--- config.mk ---
export PLATFORM = sky130hd
export DESIGN_NAME = demux_1to4_reg
export DESIGN_NICKNAME = d
export VERILOG_FILES = /design/src/rtl/demux_1to4_reg.sv
export SDC_FILE = /design/constraint.sdc
export NUM_CORES = 1
export LEC_CHECK = 0
export CAP_MARGIN = 20
export CORE_ASPECT_RATIO = 0.5
export CORE_MARGIN = 2
export CORE_UTILIZATION = 45
export DETAILED_ROUTE_END_ITERATION = 6
export GPL_TIMING_DRIVEN = 0
export MAX_ROUTING_LAYER = met4
export PLACE_DENSITY = 0.75
export SLEW_MARGIN = 20
export SYNTH_ARGS = -nofsm -noshare
export SYNTH_HDL_FRONTEND = slang
export SYNTH_SLANG_ARGS = --single-unit
--- constraint.sdc ---
create_clock -name clk -period 7.3 [get_ports clk]
set_clock_uncertainty 0.15 [all_clocks]
set_input_delay 2.19 -clock clk [delete_from_list [all_inputs] [get_ports clk]]
set_output_delay 2.19 -clock clk [all_outputs]
set_load 0.1 [all_outputs]
--- src/rtl/demux_1to4_reg.sv ---
// Registered 1-to-4 demultiplexer: one valid/ready source feeds four single-entry output channels.
// Define DEMUX_RR_EN to steer by an internal round-robin pointer instead of in_sel.
module demux_1to4_reg #(
    parameter int WIDTH = 8,
    parameter int CNT_W = 16
) (
    input  logic                 clk,
    input  logic                 rst_n,
    input  logic                 in_valid,
    output logic                 in_ready,
    input  logic [WIDTH-1:0]     in_data,
    input  logic [1:0]           in_sel,
    output logic [3:0]           out_valid,
    input  logic [3:0]           out_ready,
    output logic [4*WIDTH-1:0]   out_data,
    output logic [CNT_W-1:0]     acc_cnt
);

    logic [1:0] target;
    logic       accept;

`ifdef DEMUX_RR_EN
    logic [1:0] rr_ptr;
    logic [1:0] unused_sel;

    assign unused_sel = in_sel;
    assign target     = rr_ptr;

    // The pointer only moves on an accept, so a stalled channel is never skipped.
    always_ff @(posedge clk or negedge rst_n) begin
        if (!rst_n) begin
            rr_ptr <= 2'd0;
        end else if (accept) begin
            rr_ptr <= rr_ptr + 2'd1;
        end
    end
`else
    assign target = in_sel;
`endif

    // A full channel whose consumer drains it this cycle can take a new word with no bubble.
    assign in_ready = rst_n & (~out_valid[target] | out_ready[target]);
    assign accept   = in_valid & in_ready;

    always_ff @(posedge clk or negedge rst_n) begin
        if (!rst_n) begin
            out_valid <= '0;
            out_data  <= '0;
            acc_cnt   <= '0;
        end else begin
            if (accept) begin
                acc_cnt <= acc_cnt + CNT_W'(1);
            end
            for (int i = 0; i < 4; i++) begin
                if (accept && (target == 2'(i))) begin
                    out_valid[i]                 <= 1'b1;
                    out_data[i*WIDTH +: WIDTH]   <= in_data;
                end else if (out_valid[i] && out_ready[i]) begin
                    out_valid[i] <= 1'b0;
                end
            end
        end
    end

endmodule

# After elaboration in Yosys (flattened, before gate mapping)
# Index checks and enable logic that the tools add are counted.
# op_classes
n_bitwise	4
eq_ne	3
reduce_logical	13
muxes	12
magnitude_cmp	1
add_sub_neg	1
# ops
operator	n
$add 16x1->16 const B	1
$mux 1	10
$logic_and 1x1->1	8
$reduce_bool 2->1	4
$bmux 1 s2	2
$eq 2x2->1 const B	2
$lt 2x3->1 const B	1
$and 1x1->1	2
$eq 2x1->1 const B	1
$logic_not 2->1	1
$not 1->1	1
$or 1x1->1	1
# word_totals
register_bits	52
input_bits	17

# Depth between registers and ports, before layout
# depth
word_depth	8
ltp_mapped	5
ltp_nobuf	4

# Least setup slack after synthesis
# Ideal clock, no wire load.
# synth_path
path_type	in2out
start	in in_sel[1]
end	out in_ready
arrival_time_ps	4275
path_stages	4
slack_ps	685
path_cell_list	buf_6 -> mux4_2 -> buf_6 -> nor2_1
# synth_between
elab_chain_len	5
elab_cells_between_ends	7
# synth_lines
item	line_no	rtl
start, declared	12	input logic [1:0] in_sel,
$bmux 1 s2	42	assign in_ready = rst_n & (~out_valid[target] | out_ready[target]);
$mux 1 (implied by the code)	42	
$not 1->1	42	
$or 1x1->1 (*)	42	
$and 1x1->1 (*)	42	
end, declared	10	output logic in_ready,
# Every way passes the cells marked *; elsewhere a longest branch is shown, timed or not. The select of a mux whose other input is x is not followed.

# Final worst setup path
# layout_path
start	in out_ready[1]
end	out in_ready
# layout_between
elab_chain_len	4
# layout_lines
item	line_no	rtl
start, declared	14	input logic [3:0] out_ready,
$bmux 1 s2	42	
$mux 1 (implied by the code)	42	
$or 1x1->1	42	
$and 1x1->1	42	
# No other way between the ends. The select of a mux whose other input is x is not followed.

==> results.sh <==
export IMPL_crit_path_start_kind="primary input"
export IMPL_place_inst=292
export IMPL_cts_max_path_buffers=2
export IMPL_synth_avg_cell_area_sq_um=13.9
export IMPL_nets=251
export IMPL_hpwl_microns=3280
export IMPL_whs_ns=0.318
export IMPL_slew_headroom=0.340
export IMPL_antennaDiodeCount=0
export IMPL_synth_seq_cells=52
export IMPL_cap_viol_max_count=0
export IMPL_ys_warn_count=0
export IMPL_numPortBuffers=68
export IMPL_rsz0062_at_grt="false"
export IMPL_die_w_microns=103
export IMPL_grt_pass1_vias=1526
export IMPL_drcViolationCount=0
export IMPL_irDropWorstVdd_uv=205
export IMPL_critPathMaxFanout=10
export IMPL_tightest_slew_ns=0.987
export IMPL_pwr_share_clk=0.156
export IMPL_p_leak_nw=1.32
export IMPL_arrival_ns=4.72
export IMPL_via_per_inst=5.00
export IMPL_finalCriticalPeriod_ns=7.06
export IMPL_cts_resized_gates=0
export IMPL_synth_nets=176
export IMPL_internal_power_mw=0.607
export IMPL_cts_tree="built"
export IMPL_track_usage=0.187
export IMPL_layout_drive_gt1_share=0.231
export IMPL_start_util=0.483
export IMPL_die_h_microns=53.3
export IMPL_hold_path_class="reg -> reg"
export IMPL_cp_end_kind="output pin"
export IMPL_placementRows=17
export IMPL_maxSlewViolCount=0
export IMPL_ys_seq_area_frac=0.594
export IMPL_setup_slack_ns=0.235
export IMPL_antenna_left=0
export IMPL_p_total_mw=1.27
export IMPL_pwr_share_comb=0.533
export IMPL_grt_max_degree=55
export IMPL_required_ns=4.96
export IMPL_switching_power_mw=0.667
export IMPL_grt_pass1_wl_microns=7270
export IMPL_wl_per_cell_microns=15.0
export IMPL_grt_antenna_before_repair=0
export IMPL_synth_area_sq_mm=0.00219
export IMPL_nFillCells=352
export IMPL_power_frac_seq=0.311
export IMPL_pin_count=70
export IMPL_area_delta_synth_final_pct=40.8
export IMPL_drt_pass1_iterations=2
export IMPL_status="finished, final reports clean"
export IMPL_clk_pin_slew_worst_paths_ns=0.09
export IMPL_synth_distinct_cells=23
export IMPL_hold_viol_final=0
export IMPL_switching_share=0.523
export IMPL_via_count=1501
export IMPL_cts_setup_buffers=0
export IMPL_fmax_mhz=142
export IMPL_gp_congestion=0.746
export IMPL_crit_type="in -> out"
export IMPL_post_route_period_util=0.968
export IMPL_fin_util=0.680
export IMPL_final_cells=300
export IMPL_htree_levels=2
export IMPL_cts_root_buffer="clkbuf_8"
export IMPL_setup_viol=0
export IMPL_fp_coreArea_sq_mm=0.00453
export IMPL_die_area_sq_mm=0.00547
export IMPL_cts_buffers=5
export IMPL_ctsHoldBuffers=0
export IMPL_power_density_mw_per_mm2=413
export IMPL_clkLatencyLatePin_ns=0.31
export IMPL_cts_sinks=52
export IMPL_grt_overflow=0
export IMPL_drt_iter0_markers=13
export IMPL_routed_wl_microns=4490
export IMPL_synth_cells=158
export IMPL_detailedPlace_worstSlack_ns=0.237
[state kept, by name (all words and copies together), names as in the netlist]
| signal | flops |
|---|---|
| acc_cnt | 16 |
| out_data | 32 |
| out_valid | 4 |
[power groups by stage]
stage | logic, mW | clock network [mW] | registers (mW)
6_report | 0.678 | 0.199 | 0.396
3_3_place_gp | 0.675 | 0 | 0.399
4_1_cts | 0.682 | 0.204 | 0.397
5_1_grt | 0.697 | 0.216 | 0.405
3_5_place_dp | 0.680 | 0 | 0.402
2_1_floorplan | 0.0745 | 0 | 0.840
[cells in the final DEF (no fill, tap or decap), types with 4 or more instances in the layout]
| master | synthesis | routed |
|---|---|---|
| clkdlybuf4s50_1 | 0 | 67 |
| dfrtp_1 | 52 | 52 |
| mux2_2 | 33 | 33 |
| xor2_1 | 14 | 14 |
| nand2_1 | 7 | 7 |
| nand3_1 | 7 | 7 |
| inv_1 | 5 | 5 |
| nor4_1 | 5 | 5 |
| nor3_1 | 5 | 5 |
| clkbuf_8 | 0 | 5 |
| nor2b_1 | 4 | 4 |
| nor4_2 | 5 | 4 |
[stage by stage]
step	instance area, sq um	setup TNS, ns
finish	3080	0
global route	3080	0
CTS	3070	0
detailed placement	2960	0
global placement	2950	-0.781
floorplan	2190	0
[cell usage after synthesis (all sizes together)]
| library cell | count | area share |
|---|---|---|
| and2 | 1 | 0.0029 |
| inv | 5 | 0.0086 |
| buf | 3 | 0.012 |
| nor2b | 4 | 0.011 |
| nor3 | 5 | 0.011 |
| mux2 | 33 | 0.17 |
| ha | 1 | 0.0057 |
| nand2b | 2 | 0.0057 |
| nand4 | 3 | 0.0086 |
| nor2 | 3 | 0.0051 |
| or2 | 2 | 0.0057 |
| nor4b | 1 | 0.0069 |
| nand2 | 8 | 0.015 |
| and4 | 2 | 0.0080 |
| nor4 | 10 | 0.043 |
| xor2 | 14 | 0.056 |
| dfrtp | 52 | 0.59 |
| nand3 | 7 | 0.016 |
| xnor2 | 1 | 0.0040 |
| mux4 | 1 | 0.010 |
[final cells by class]
class                      count  area [sq um]  share of cell area
sequential                    52          1300               0.422
multi-input combinational     98           861               0.279
timing repair buffer          68           678               0.220
tap                           66          82.6              0.0268
clock buffer                   5          68.8              0.0223
clock inverter                 3          46.3              0.0150
buffer                         3          26.3             0.00852
inverter                       5          18.8             0.00609
[cells by family (layout without fill, tap and decap cells)]
family / after synthesis / in the layout / share of synthesized area
xor+xnor: 15 / 15 / 0.0600
flops: 52 / 52 / 0.594
fa+ha+maj: 1 / 1 / 0.00571
mux: 34 / 34 / 0.180
buf+inv: 8 / 84 / 0.0206
simple gates: 48 / 48 / 0.139
[metal layers]
layer  track usage  wire [microns]  up-vias
met5             -               0        -
met4        0.0711              76        0
met3        0.0449             139        9
met2         0.338            2330       27
met1         0.205            1940      755
li1              -               -      710
[final timing paths]
kind	end	slack (ns)	cells past startpoint	from
max in group asynchronous	acc_cnt[15]$_DFFE_PN0P_	4.82	1	rst_n
max	in_ready	0.24	6	out_ready[1]
min reg2reg	acc_cnt[15]$_DFFE_PN0P_	0.32	1	acc_cnt[15]$_DFFE_PN0P_
min	acc_cnt[15]$_DFFE_PN0P_	0.32	1	acc_cnt[15]$_DFFE_PN0P_
max reg2reg	acc_cnt[13]$_DFFE_PN0P_	5.27	5	out_valid[0]$_DFFE_PN0P_
min in group asynchronous	out_data[6]$_DFFE_PN0P_	1.76	1	rst_n
[worst max-delay path, stage by stage]
cell and delay (ns):
clkdlybuf4s50_1 0.47, nor2b_1 0.08, mux4_2 0.57, buf_6 0.19
nor2_1 0.09, clkdlybuf4s50_1 1.13
Power figures use the tool's default switching activity.
